--- src/rtl/seg_display_ctrl.sv ---
// Eight-digit multiplexed seven-segment driver with frame-sampled display value
// and saturating running/stalled cycle counters.
module seg_display_ctrl #(
  parameter int SCAN_DIV = 100000,
  parameter int CNT_W    = 32
) (
  input  logic             clk,
  input  logic             rst,
  input  logic [31:0]      data_in,
  input  logic [31:0]      pc_in,
  input  logic             enable,
  input  logic [1:0]       sel,
  input  logic             blank_lz,
  input  logic             clr_cnt,
  output logic [7:0]       seg,
  output logic [7:0]       an,
  output logic [CNT_W-1:0] cycle_cnt,
  output logic [CNT_W-1:0] stall_cnt
);

  localparam int PW = (SCAN_DIV > 2) ? $clog2(SCAN_DIV) : 1;

  logic [PW-1:0]    presc_q, presc_d;
  logic [2:0]       idx_q, idx_d;
  logic [31:0]      shadow_q, shadow_d;
  logic [7:0]       an_q, an_d;
  logic [7:0]       seg_q, seg_d;
  logic [CNT_W-1:0] cyc_q, cyc_d;
  logic [CNT_W-1:0] stl_q, stl_d;

  logic        tick;
  logic [31:0] src;
  logic [31:0] upper;
  logic [3:0]  nib;
  logic        blank;

  function automatic logic [CNT_W-1:0] sat_inc(input logic [CNT_W-1:0] v);
    return (&v) ? v : v + CNT_W'(1);
  endfunction

  function automatic logic [6:0] hex7(input logic [3:0] n);
    logic [6:0] s;
    case (n)
      4'h0: s = 7'h40;
      4'h1: s = 7'h79;
      4'h2: s = 7'h24;
      4'h3: s = 7'h30;
      4'h4: s = 7'h19;
      4'h5: s = 7'h12;
      4'h6: s = 7'h02;
      4'h7: s = 7'h78;
      4'h8: s = 7'h00;
      4'h9: s = 7'h10;
      4'hA: s = 7'h08;
      4'hB: s = 7'h03;
      4'hC: s = 7'h46;
      4'hD: s = 7'h21;
      4'hE: s = 7'h06;
      default: s = 7'h0E;
    endcase
    return s;
  endfunction

  always_comb begin
    tick     = (presc_q == PW'(SCAN_DIV - 1));
    presc_d  = tick ? '0 : presc_q + PW'(1);
    idx_d    = tick ? idx_q + 3'd1 : idx_q;

    case (sel)
      2'b00:   src = data_in;
      2'b01:   src = pc_in;
      2'b10:   src = 32'(cyc_q);
      default: src = 32'(stl_q);
    endcase
    shadow_d = (tick && idx_q == 3'd7) ? src : shadow_q;

    // A digit is a leading zero when it and every more-significant nibble are zero.
    nib   = shadow_q[{idx_q, 2'b00} +: 4];
    upper = shadow_q >> {idx_q, 2'b00};
    blank = blank_lz && (idx_q != 3'd0) && (upper == 32'd0);

    an_d  = ~(8'd1 << idx_q);
    seg_d = {~((idx_q == 3'd0) && !enable), blank ? 7'h7F : hex7(nib)};

    cyc_d = cyc_q;
    stl_d = stl_q;
    if (clr_cnt) begin
      cyc_d = '0;
      stl_d = '0;
    end else if (enable) begin
      cyc_d = sat_inc(cyc_q);
    end else begin
      stl_d = sat_inc(stl_q);
    end
  end

  always_ff @(posedge clk or negedge rst) begin
    if (!rst) begin
      presc_q  <= '0;
      idx_q    <= '0;
      shadow_q <= '0;
      an_q     <= 8'hFF;
      seg_q    <= 8'hFF;
      cyc_q    <= '0;
      stl_q    <= '0;
    end else begin
      presc_q  <= presc_d;
      idx_q    <= idx_d;
      shadow_q <= shadow_d;
      an_q     <= an_d;
      seg_q    <= seg_d;
      cyc_q    <= cyc_d;
      stl_q    <= stl_d;
    end
  end

  assign seg       = seg_q;
  assign an        = an_q;
  assign cycle_cnt = cyc_q;
  assign stall_cnt = stl_q;

endmodule

--- config.mk ---
export PLATFORM = sky130hd
export DESIGN_NAME = seg_display_ctrl
export DESIGN_NICKNAME = d
export VERILOG_FILES = /design/src/rtl/seg_display_ctrl.sv
export SDC_FILE = /design/constraint.sdc
export NUM_CORES = 1
export LEC_CHECK = 0
export CORE_ASPECT_RATIO = 0.8
export CORE_UTILIZATION = 47
export CTS_CLUSTER_DIAMETER = 80
export DETAILED_ROUTE_END_ITERATION = 6
export DONT_BUFFER_PORTS = 1
export PLACE_DENSITY = 0.6
export SYNTH_ARGS = -nofsm -noshare
export SYNTH_HDL_FRONTEND = slang
export SYNTH_SLANG_ARGS = --single-unit
--- constraint.sdc ---
create_clock -name clk -period 2.9 [get_ports clk]
set_input_delay 0.58 -clock clk [delete_from_list [all_inputs] [get_ports clk]]
set_output_delay 0.58 -clock clk [all_outputs]
set_load 0.02 [all_outputs]
---- Word level (Yosys, flattened, before mapping) ----
Memory sizes are Yosys's and may differ from the RTL's.
Index checks and enable logic that the tools add are counted.
word-level totals
  input port bits ......................... 71
  word-level logic and storage cells ...... 47
  memories kept ........................... 1
  latch bits .............................. 0
  bits in read-only memories .............. 112
  output and inout port bits .............. 80
  flip-flop bits (word level) ............. 132
  bits in writable memories ............... 0
memories
  name             words  width  read ports  clocked after memory_dff  write ports  RTL line  text
  (no name shown)  16     7      1           0                         0            43        case (n)
operators by class
  reductions and logical operators ........ 14
  multiplexer cells ....................... 9
  divide/modulo/power cells ............... 0
  add/sub/neg operators ................... 4
  $mul .................................... 0
  shift-type cells ........................ 3
  eq/ne operators ......................... 7
  bitwise logic cells ..................... 2
  magnitude comparators ................... 0
operators by type and width
  cell                                                    number
  two-way mux 32 bit                                      6
  case mux 32 bit (3 select lines)                        1
  adder 32 x 1 -> 32 bit (second input constant)          2
  AND reduction 32 bit                                    2
  zero test 32 bit                                        1
  indexed part select 32 x 6 -> 4 bit                     1
  right shift 32 x 5 -> 32 bit                            1
  adder 17 x 1 -> 17 bit (second input constant)          1
  == test 17 bit (second input constant)                  1
  two-way mux 17 bit                                      1
  NOT 8 bit                                               1
  left shift 1 x 3 -> 8 bit (first input constant)        1
  two-way mux 7 bit                                       1
  logical AND 1 bit                                       4
  inequality test 2 bit (second input constant)           2
  AND reduction 2 bit                                     2
  adder 3 x 1 -> 3 bit (second input constant)            1
  == test 3 bit (second input constant)                   1
  zero test 3 bit                                         1
  nonzero test 3 bit                                      1
  == test 2 x 1 -> 1 bit (second input constant)          1
  == test 2 bit (second input constant)                   1
  zero test 2 bit                                         1
  inequality test 2 x 1 -> 1 bit (second input constant)  1
  3 further kinds                                         3

---- Logic depth before layout (Yosys ltp) ----
  word-level depth ........................ 4
  gate-level depth with buffers ........... 10
  mapped depth without buffers ............ 8

---- Least setup slack after synthesis ----
OpenSTA, ideal clock, no wires.
  path kind ............................... register to register
  start point ............................. register idx_q[1]
  end point ............................... register seg_q[4], in the netlist seg[4]
  required time ........................... 2815 ps
  path slack .............................. 293 ps
  arrival ................................. 2522 ps
  clock period less this slack ............ 2607 ps
  buffers on the path ..................... 4
  stages on the path, launching flop included .. 11
  setup time .............................. 85 ps
  cells stage by stage .................... dfrtp_1 buf_2 buf_2 buf_2 mux2i_1 mux4_2 ha_1 nand3_1 or4_1 clkbuf_1 o221ai_1
on the way
  cells in the longest elaborated chain, start to end .. 4
  elaborated cells on any way between the ends .. 8
  classes of those cells .................. shift (2); mux (1); reduce/logical (4); memory (1)
RTL lines
  what                                                                              RTL line  text
  start, declared                                                                   24        logic [2:0] idx_q, idx_d;
  start signal, assigned                                                            108       idx_q <= idx_d;
  parallel branches: the longest is 3 deep, another holds memory read (16 x 7 bit)  n/a
  two-way mux 7 bit (*)                                                             83        seg_d = {~((idx_q == 3'd0) && !enable), blank ? 7'h7F : hex7(nib)};
  named net seg_d[4]                                                                27        logic [7:0] seg_q, seg_d;
  end signal, assigned                                                              111       seg_q <= seg_d;
  end, declared                                                                     27
Mark *: on every way through the listed nets, which the timed path passes.
A chain may end at the register's enable or synchronous reset.

---- Worst setup path in the final report ----
  start point ............................. register cyc_q[9], in the netlist cycle_cnt[9]
  end point ............................... register cyc_q[29], in the netlist cycle_cnt[29]
on the way
  cells in the longest elaborated chain, start to end .. 4
  elaborated cells on any way between the ends .. 7
  classes of those cells .................. add/sub (1); eq/ne (1); mux (3); reduce/logical (2)
RTL lines
  what                    RTL line  text
  start, declared         28        logic [CNT_W-1:0] cyc_q, cyc_d;
  start signal, assigned  112       cyc_q <= cyc_d;
  adder 32 x 1 -> 32 bit  38        return (&v) ? v : v + CNT_W'(1);
  two-way mux 32 bit      38
  two-way mux 32 bit      90        end else if (enable) begin
  two-way mux 32 bit      87        if (clr_cnt) begin
Parallel ways exist; a longest one is shown, timed or not. The select of a mux whose other input is x is not followed.

==> impl_metrics.toml <==
[status]
status = "complete, but fails checks"
violations = "hold timing"

[worst_setup_path]
critPathRequiredTime_ps = 3250
crit_slowest_cell = "or4_4"
cpMostUsedCell = "or4_4"
cp_cell_sequence = "nand4_1, or4_4, or4_4, or3_1, a21oi_1"
timing.rr.end = "cycle_cnt[29]"
r2r_start = "cycle_cnt[9]"
crit_type = "reg2reg"
worstPathArrival_ps = 2910
rrSetupSlack_ps = 330
startpoint_type = "register"
crit_fanout = 7
max_stage_delay_ps = 620
end_kind = "register"
ff2ff_path_depth = 5

[synth]
synthesis.nets = 774
synth.distinct_cells = 55
synth_area_per_cell_um2 = 10.9
ys_seq_area_share_pct = 44.4
synth_top_area_share_pct = 38.8
ys_top_cells_by_area = "dfrtp_1 (39%), mux4_2 (11%), dfstp_2 (5.6%)"
ys_top_cells_by_count = "dfrtp_1 (116), a21oi_1 (54), nand2_1 (41), o21ai_0 (39)"
netlist.top_cell.by_area = "dfrtp_1"
synth-async-reset-ratio_pct = 100
ys_warn_count = 0
ys.flop_type = "dfrtp_1"
syn-cell-area_um2 = 7490
syn_inst = 688
synth.most_common_cell = "dfrtp_1"
synth-seq-cells = 132
synth_edf_count = 0

[sta]
min_period_ps = 2570
tns_ps = 0
whs_ps = -137
period_share_pct = 88.5
drv_slew = 0
max_clock_freq_ghz = 0.390
tightest_slew_ps = 995
finalHoldViolations = 116
rsz0062_at_grt = "false"
fin_skew_ps = 11.0
relSlewSlack_pct = 33.1
setup_viol = 0

[clock_network]
clock-sinks = 132
path_clk_slew_ps = 60
h-tree-depth = 4
cts_max_path_buffers = 2
cts-root-buf = "clkbuf_16"
cts_setup_buffers = 0
cts_buffers = 17
clk_latency_ps = 420
cts_resized = 0
cts_tree = "done"

[die]
die_x_um = 143
io_pins = 151
row_count = 40
start_util_pct = 48.9
dieArea_um2 = 16500
coreArea_um2 = 15300
fp.dieH_um = 115

[place]
dp_cells = 900
hpwl_um = 15400
place_congestion = 0.898
portBuffers = 0

[routing]
vias = 5854
firstDrtPassIters = 5
via_per_inst = 6.27
routed_wl_um = 20900
drc = 0
wl_per_cell_um = 22.4
detail-route-antenna-nets = 0
drt-initial-drc-count = 454

[global_routing]
grt_antenna_before_repair = 6
grt_pass1_vias = 5769
grt_remaining_overflow = 0
grtUsageTotal_pct = 27.2
grt_pass1_wl_um = 32800
grt_max_degree = 133

[power]
irDropWorstVdd_v = 0.000399
p_leak_uw = 0.00328
p_per_area_nw_per_um2 = 493

[finish]
nets = 795
synthToLayoutAreaGrowth_pct = 12.4
layout.cells.non_filler = 934
drive_above_1_share_pct = 22.5

[run]
drv_cap = 0

[worst_hold_path]
hold_class = "in2async"
## sequential cells by signal (all words and copies together) (netlist names)
name / cells
stall_cnt: 32
cycle_cnt: 32
an: 8
presc_q: 17
shadow_q: 32
seg: 8
idx_q: 3
## how the worst max path moves through the flow
stage	to	slack (ps)	startpoint
5_1_grt	stall_cnt[20]	120	stall_cnt[5]
6_report	cycle_cnt[29]	330	cycle_cnt[9]
3_3_place_gp	cycle_cnt[29]	410	cycle_cnt[12]
2_1_floorplan	seg[4]	290	idx_q[1]
3_5_place_dp	cycle_cnt[29]	370	cycle_cnt[9]
4_1_cts	cycle_cnt[29]	350	cycle_cnt[9]
## per-stage QoR
| step | total power (uW) | hold slack [ps] | area [um2] | utilization (%) | setup WS [ps] |
|---|---|---|---|---|---|
| final | 4150 | -137 | 8420 | 55.0 | 334 |
| after global routing | 4290 | -161 | 8410 | 54.9 | 118 |
| after CTS | 4190 | -156 | 8410 | 54.9 | 352 |
| after detailed placement | 2210 | 292 | 7880 | 51.5 | 369 |
| after global placement | 2210 | 291 | 7880 | 51.5 | 408 |
| after floorplan | 2170 | 284 | 7490 | - | 293 |
## layout make-up
cell class | count | area (um2)
tap | 210 | 263
clock buffer | 25 | 475
clock inverter | 5 | 52.6
multi-input combinational | 501 | 3950
timing repair buffer | 35 | 263
antenna | 4 | 10.0
sequential | 132 | 3320
fill | 1360 | 6890
inverter | 22 | 82.6
## where the power goes
| part | switching, uW | total, uW | internal, uW | leakage, uW |
|---|---|---|---|---|
| Sequential | 58.7 | 1960 | 1900 | 0.00174 |
| Combinational | 99.9 | 225 | 125 | 0.00128 |
| Clock | 758 | 1970 | 1210 | 0.000257 |
| Total | 917 | 4150 | 3230 | 0.00328 |
## routing by layer
layer / vias to the layer above / GRT usage (%) / part of all wire, %
met3: 33 / 9.20 / 7.8
met1: 2906 / 34.8 / 42
met2: 229 / 43.3 / 47
met4: 2 / 9.61 / 2.2
li1: 2684 / - / -
met5: - / 0 / 0.053
## cell usage in the layout, fill, tap and decap left out, types with 8 or more instances in the layout
master / netlist / routed
nor2_1: 34 / 34
ha_1: 15 / 15
nor4_1: 12 / 12
dfstp_2: 16 / 16
or3_1: 36 / 36
clkbuf_16: 0 / 17
buf_4: 0 / 35
nand2_1: 41 / 41
or4_1: 14 / 14
dfrtp_1: 116 / 116
xor2_1: 8 / 8
o21ai_0: 39 / 39
mux2_2: 36 / 36
mux2i_1: 22 / 22
o31ai_1: 16 / 16
a21oi_1: 54 / 54
mux4_2: 36 / 36
nand3_1: 30 / 30
nand4_1: 26 / 26
inv_1: 21 / 21
xnor2_1: 15 / 15
## cells by family after synthesis
logic type / after synthesis / share of synthesized area [%]
and+or+nand+nor: 232 / 17.3
adders and majority gates: 15 / 2.51
DFF: 132 / 44.4
xor gates and xnor gates: 23 / 2.69
muxes: 94 / 19.2
buffers and inverters: 55 / 2.89
AOI/OAI and AO/OA: 137 / 11.0
## worst max-delay path: cells and delay by family, from the launching register on
kind,cells,cell delay (ps)
AND/OR/NAND/NOR,4,1820
flip-flops,1,530
AO/OA/AOI/OAI,1,140
Power figures use the tool's default switching activity.
